$ cat src/rtl/spi_cmd_master.sv
// spi_cmd_master: FIFO-fed SPI command master with programmable bit order, sck rate and frame timing
module spi_cmd_master #(
  parameter int CODE_W     = 6,
  parameter int ADDR_W     = 10,
  parameter int DATA_W     = 16,
  parameter int CLK_DIV    = 5,
  parameter int LEAD_HP    = 4,
  parameter int TRAIL_HP   = 4,
  parameter int GAP_HP     = 12,
  parameter int FIFO_DEPTH = 4
) (
  input  logic                             clk_50M,
  input  logic                             rst_n,
  input  logic                             cmd_valid,
  output logic                             cmd_ready,
  input  logic [CODE_W-1:0]                cmd_code,
  input  logic [ADDR_W-1:0]                cmd_addr,
  input  logic [DATA_W-1:0]                cmd_data,
  input  logic                             cfg_msb_first,
  output logic                             rsp_valid,
  input  logic                             rsp_ready,
  output logic [CODE_W+ADDR_W+DATA_W-1:0]  rsp_data,
  output logic                             rsp_overflow,
  input  logic                             ovf_clr,
  output logic                             busy,
  output logic                             sck,
  output logic                             mosi,
  output logic                             cs_n,
  input  logic                             miso
);
  localparam int FRAME_W = CODE_W + ADDR_W + DATA_W;
  localparam int AW = $clog2(FIFO_DEPTH);
  localparam int DW = $clog2(CLK_DIV);
  localparam int IW = $clog2(FRAME_W);
  localparam int HP_MAX = (2*FRAME_W > LEAD_HP) && (2*FRAME_W > TRAIL_HP) && (2*FRAME_W > GAP_HP) ? 2*FRAME_W :
                          (LEAD_HP > TRAIL_HP) && (LEAD_HP > GAP_HP) ? LEAD_HP :
                          TRAIL_HP > GAP_HP ? TRAIL_HP : GAP_HP;
  localparam int HW = $clog2(HP_MAX);
  localparam logic [AW:0] FULL = FIFO_DEPTH[AW:0];
  typedef enum logic [2:0] {IDLE, LEAD, SHIFT, TRAIL, GAP} state_t;
  state_t state, state_nx;
  logic [DW-1:0] div_cnt;
  logic [HW-1:0] hp_cnt, hp_lim;
  logic tick, done, pop, push, xfer, msb;
  logic [FRAME_W-1:0] fifo_mem [FIFO_DEPTH];
  logic [AW-1:0] wr_ptr, rd_ptr;
  logic [AW:0] count;
  logic [FRAME_W-1:0] head, tx, rx;
  logic [IW-1:0] k, nk, cur_idx, nxt_idx;

  assign tick = div_cnt == DW'(CLK_DIV-1);
  assign head = fifo_mem[rd_ptr];
  assign cmd_ready = count != FULL;
  assign push = cmd_valid && cmd_ready;
  assign pop = state == IDLE && count != '0;
  assign busy = state != IDLE || count != '0;
  assign xfer = state == TRAIL && done;
  assign k = hp_cnt[IW:1];
  assign nk = k + IW'(1);
  assign cur_idx = msb ? IW'(FRAME_W-1) - k : k;
  assign nxt_idx = msb ? IW'(FRAME_W-1) - nk : nk;

  // Per-state half-period limit and next-state selection
  always_comb begin
    hp_lim = state == LEAD ? HW'(LEAD_HP-1) : state == SHIFT ? HW'(2*FRAME_W-1) :
             state == TRAIL ? HW'(TRAIL_HP-1) : HW'(GAP_HP-1);
    done = tick && hp_cnt == hp_lim;
    state_nx = state;
    case (state)
      IDLE:    state_nx = pop ? LEAD : IDLE;
      LEAD:    state_nx = done ? SHIFT : LEAD;
      SHIFT:   state_nx = done ? TRAIL : SHIFT;
      TRAIL:   state_nx = done ? GAP : TRAIL;
      default: state_nx = done ? IDLE : state;
    endcase
  end

  // State register
  always_ff @(posedge clk_50M or negedge rst_n)
    if (!rst_n) state <= IDLE;
    else state <= state_nx;

  // Half-period tick divider and half-period counter, both restarted on every state entry
  always_ff @(posedge clk_50M or negedge rst_n)
    if (!rst_n) begin
      div_cnt <= '0;
      hp_cnt <= '0;
    end else if (state_nx != state) begin
      div_cnt <= '0;
      hp_cnt <= '0;
    end else if (tick) begin
      div_cnt <= '0;
      hp_cnt <= hp_cnt + HW'(1);
    end else div_cnt <= div_cnt + DW'(1);

  // Command FIFO storage; emptiness is governed by the reset pointers
  always_ff @(posedge clk_50M)
    if (push) fifo_mem[wr_ptr] <= {cmd_code, cmd_addr, cmd_data};

  // Command FIFO pointers and occupancy
  always_ff @(posedge clk_50M or negedge rst_n)
    if (!rst_n) begin
      wr_ptr <= '0;
      rd_ptr <= '0;
      count <= '0;
    end else begin
      wr_ptr <= wr_ptr + AW'(push);
      rd_ptr <= rd_ptr + AW'(pop);
      count <= count + {{AW{1'b0}}, push} - {{AW{1'b0}}, pop};
    end

  // SPI pins and shift datapath: sck falls mid-bit with miso capture, rises with the next mosi bit
  always_ff @(posedge clk_50M or negedge rst_n)
    if (!rst_n) begin
      tx <= '0;
      rx <= '0;
      msb <= 1'b0;
      sck <= 1'b1;
      mosi <= 1'b0;
      cs_n <= 1'b1;
    end else begin
      if (pop) begin
        tx <= head;
        msb <= cfg_msb_first;
        cs_n <= 1'b0;
        mosi <= cfg_msb_first ? head[FRAME_W-1] : head[0];
      end
      if (state == SHIFT && tick) begin
        if (!hp_cnt[0]) begin
          sck <= 1'b0;
          rx[cur_idx] <= miso;
        end else begin
          sck <= 1'b1;
          mosi <= done ? 1'b0 : tx[nxt_idx];
        end
      end
      if (xfer) cs_n <= 1'b1;
    end

  // Response register with handshake and sticky overflow (set beats clear)
  always_ff @(posedge clk_50M or negedge rst_n)
    if (!rst_n) begin
      rsp_valid <= 1'b0;
      rsp_data <= '0;
      rsp_overflow <= 1'b0;
    end else begin
      if (xfer) begin
        rsp_data <= rx;
        rsp_valid <= 1'b1;
      end else if (rsp_ready) rsp_valid <= 1'b0;
      rsp_overflow <= (xfer && rsp_valid && !rsp_ready) || (rsp_overflow && !ovf_clr);
    end
endmodule

$ cat config.mk
export PLATFORM = sky130hd
export DESIGN_NAME = spi_cmd_master
export DESIGN_NICKNAME = d
export VERILOG_FILES = /design/src/rtl/spi_cmd_master.sv
export SDC_FILE = /design/constraint.sdc
export NUM_CORES = 1
export LEC_CHECK = 0
export ABC_AREA = 1
export CAP_MARGIN = 10
export CELL_PAD_IN_SITES_DETAIL_PLACEMENT = 2
export CELL_PAD_IN_SITES_GLOBAL_PLACEMENT = 2
export CORE_MARGIN = 2
export CORE_UTILIZATION = 43
export CTS_BUF_LIST = sky130_fd_sc_hd__clkbuf_8
export DETAILED_ROUTE_END_ITERATION = 10
export GPL_ROUTABILITY_DRIVEN = 0
export PLACE_DENSITY_LB_ADDON = 0.12
export SETUP_SLACK_MARGIN = 0.02
export SYNTH_ARGS = -nofsm -noshare
export SYNTH_HDL_FRONTEND = slang
export SYNTH_SLANG_ARGS = --single-unit
$ cat constraint.sdc
create_clock -name clk_50M -period 6 [get_ports clk_50M]
set_input_delay 0.6 -clock clk_50M [delete_from_list [all_inputs] [get_ports clk_50M]]
set_output_delay 0.6 -clock clk_50M [all_outputs]
set_load 0.05 [all_outputs]
# Yosys cells after proc, flatten, opt, wreduce, memory -nomap -nowiden
# Memories as Yosys holds them, arrays and structs flattened.
# Cells that the tools add are included.
# totals
output_inout_bits	39
ramBits	128
ff_bits	121
word_cells	88
input_bits	39
memories	1
# memory_table
name	depth	word_bits	rd	rd_clocked_by_memory_dff	wr	line	text
fifo_mem	4	32	1	0	1	45	logic [FRAME_W-1:0] fifo_mem [FIFO_DEPTH];
# classes
n_eq_ne	7
bitwise_logic	1
muxes	32
n_addsub	9
n_reduce_logical	20
magnitude_cmp	3
# ops
operator	count
32-bit bitwise mux	1
6-bit 2-to-1 mux	4
1-bit 2-to-1 mux	16
5-bit by 6-bit less-than comparator with 1-bit output (second input constant)	2
3-bit 2-to-1 mux	4
3-bit case mux with 4 select lines	1
5-bit 2-to-1 mux	2
5-bit subtractor (first input constant)	2
1-bit logical AND	9
6-bit by 1-bit adder with 6-bit output (second input constant)	1
3-bit by 2-bit equality test with 1-bit output (second input constant)	2
6-bit equality test	1
2-bit nonzero test	3
3-bit nonzero test	2
5-bit by 1-bit adder with 5-bit output (second input constant)	1
1-bit binary-select mux with 5-bit select	1
1-bit demux with 5-bit select	1
5-bit by 1-bit >= comparator with 1-bit output (second input constant)	1
2-bit by 1-bit adder with 2-bit output	2
4-bit 2-to-1 mux	1
3-bit by 1-bit adder with 3-bit output	1
3-bit by 1-bit adder with 3-bit output (second input constant)	1
3-bit by 1-bit equality test with 1-bit output (second input constant)	1
3-bit equality test (second input constant)	1
9 further kinds	11

# Longest topological paths before layout
# logic_depth
depth_word	10
ltp_mapped	13
depth_no_buf	12

# Worst setup path after synthesis
# OpenSTA, ideal clock, no wires.
# synth_timing
kind	flip-flop to flip-flop
start	register count[1]
end	memory fifo_mem[0][0] (netlist bit) (enable)
stages_incl_launch_ff	5
t_arrival_ns	3.245
required_ns	5.539
slack_ns	2.294
path_cell_list	dfrtp_1 -> nor2_1 -> nand2_1 -> nand2_1 -> nor3_1
# synth_between
elab_chain_cells	4
# synth_lines
item	line	text
start: declaration	47	logic [AW:0] count;
start signal: assignment	109	count <= count + {{AW{1'b0}}, push} - {{AW{1'b0}}, pop};
3-bit inequality test	53	assign cmd_ready = count != FULL;
named net cmd_ready	15	output logic cmd_ready,
1-bit logical AND	54	assign push = cmd_valid && cmd_ready;
1-bit 2-to-1 mux	98	if (push) fifo_mem[wr_ptr] <= {cmd_code, cmd_addr, cmd_data};
1-bit 2-to-1 mux (implied by the code)	98	
end: declaration	45	
# The timed path passes the listed nets, and every way through them passes these cells.

# Worst setup path in the final report
# layout_timing
start	register count[1]
end	output port busy
# layout_between
elab_chain_cells	2
# layout_lines
item	line	text
3-bit nonzero test	56	assign busy = state != IDLE || count != '0;
1-bit logical OR	56	
end: declaration	25	output logic busy,
# No other way between the ends.

==> metrics <==
DRT Wirelength 27600 um; Die H 158 um; max-slew violations 0; Std-Cell Rows 56; CTS clk-pin slew, worst paths 0.06 ns; GRT Total Usage 0.231; first-pass GRT wire length 44600 um; Synth area leaders edfxtp_1, dfrtp_1, nor2_1; Seq/Total Area, Yosys 0.670; drt pass-1 iters 4; Synth Area per Inst 10.9 um2; final hold vios 0; crit-path max FO 4; critical path class flip-flop to output pin; status finished, final reports clean; CTS buffer count 43; CTS tree built; CTS root buffer clkbuf_8; Max IR drop VDD 0.268 mV; total power 3.87 mW; IO Count 78; CTS H-tree lvls 2; EDFF count, synth 128; Slew Limit Headroom 0.347; fillers 2377; static leakage power 4.99 nW; Post-Synthesis Cells 939; fin nets 1075; PD cells 320 nW/um2; DPL Wire Length 16900 um; Setup crit start kind flip-flop; DRC 0; clock latency on the worst-skew pair 0.55 ns; fin area 12100 um2; Period minus WS final 2.95 ns; Slowest Stage Delay on Critical Path 0.75 ns; antenna violations before repair 0; pre-CTS setup slack 3.31 ns; R2R Setup Slk 3.34 ns; I/O Buffers 77; most instantiated cells after synthesis nor2_1, edfxtp_1, dfrtp_1; largest net degree at the start of global routing 71; Setup violations, final 0; diode count 0; Wirelength per Cell 20.0 um; syn_nets 987; Post-DRT Antenna Nets 0; CP arrival 2.35 ns; flops & latches, synth 249; Core Region 23500 um2; commonest register cell after synthesis edfxtp_1; Clock Tree Buf Depth 3; worst-margin pin slew 0.978 ns; clock skew 0.0242 ns; leading area contributor after synthesis edfxtp_1; 1st-iter DRT viols 287; count of different cell masters after synthesis 36; asr flop ratio synth 0.486; DIE AREA 25100 um2; hold buffers post-CTS 0; Vias/cell 5.27; vias in the first global route 8340; setup_tns 0 ns; CP endpoint kind output pin; Starting Density 0.437; cell with the most instances after synthesis nor2_1; HP Class input port to async pin; postcts setup bufs 0; final period utilization 0.492; grt ovf 0; area post-placement 11300 um2; CP cell instances nor3_1, nand3_1, clkdlybuf4s50_1; layout cells sized above 1 0.0955; unrepaired setup endpoints after global routing no; Die W 158 um; register area 6880 um2; Max Fclk 0.339 GHz; CP required 5.40 ns; final worst slack 3.05 ns; footprint of the multi-input gates 2910 um2; CTS sink count 249; synthesized area 10300 um2; Synth top area share 0.375; MaxCap Viol Count 0; vias 7259; synth warn 0; CTS resizes 0; slowest library cell on the worst path clkdlybuf4s50_1; area delta synth->final 17.8%
[per-layer routing]
| metal | vias to the layer above | GRT usage | wire, um |
|---|---|---|---|
| met2 | 121 | 0.448 | 15200 |
| met3 | 50 | 0.0367 | 803 |
| met1 | 3700 | 0.259 | 11000 |
| li1 | 3388 | - | - |
| met4 | 0 | 0.0695 | 578 |
| met5 | - | 0 | 0 |
[flip-flops by register name, summed over array words and instances, names as in the netlist, 2 cells and up]
name and count:
count 3, div_cnt 3, fifo_mem 128, hp_cnt 6
rd_ptr 2, rsp_data 32, rx 32, state 3
tx 32, wr_ptr 2
[cells by family after synthesis]
logic type | share of synthesized area
xor gates and xnor gates | 0.0155
AOI/OAI and AO/OA | 0.106
DFF | 0.670
and+or+nand+nor | 0.148
adders and majority gates | 0.0117
buffers and inverters | 0.0486
[per-stage QoR]
step / hold slack [ns] / cells / utilization
after floorplan: 0.304 / 939 / -
after global placement: 0.448 / 1301 / 0.481
after detailed placement: 0.470 / 1301 / 0.481
after CTS: 0.133 / 1377 / 0.515
after global routing: 0.141 / 1377 / 0.515
final: 0.117 / 1377 / 0.515
[cells in the final DEF, fill, tap and decap left out, types with 8 or more instances in the layout]
master and n:
edfxtp_1 128, dfrtp_1 118, clkbuf_8 49, o21ai_0 76, o21ai_1 26, nand2_1 112
a31oi_1 57, a21oi_1 28, buf_4 11, clkdlybuf4s50_1 76, nand3_1 45, xor2_1 8
inv_1 80, nor2_1 172, ha_1 8
[power breakdown]
part           switching [mW]  total, mW  internal, mW
sequential             0.0680       2.09          2.02
combinational           0.258      0.350        0.0926
clock                   0.682       1.43         0.746
[worst paths after layout]
path	startpoint	endpoint	cells past startpoint
worst max register to register	div_cnt[0]	rsp_data[12]	11
worst min register to register	div_cnt[0]	div_cnt[0]	1
worst min-delay path	rst_n	rsp_data[13]	1
worst max-delay path	count[1]	busy	3
max in group asynchronous	rst_n	rd_ptr[0]	2
min in group clk_50M	div_cnt[0]	div_cnt[0]	1
[area by class of cell]
type,count,share of cell area
Sequential cell,249,0.569
Multi-Input combinational cell,577,0.241
Timing Repair Buffer,87,0.0698
Clock buffer,49,0.0558
Tap cell,319,0.0330
Inverter,69,0.0215
Clock inverter,27,0.00963
[worst max-delay path: cells and delay by family (launching register included)]
kind                   cells  cell delay [ns]
buffers and inverters      1             0.75
DFF                        1             0.44
and+or+nand+nor            2             0.62
Note: power is estimated with default switching activity, not from simulation.
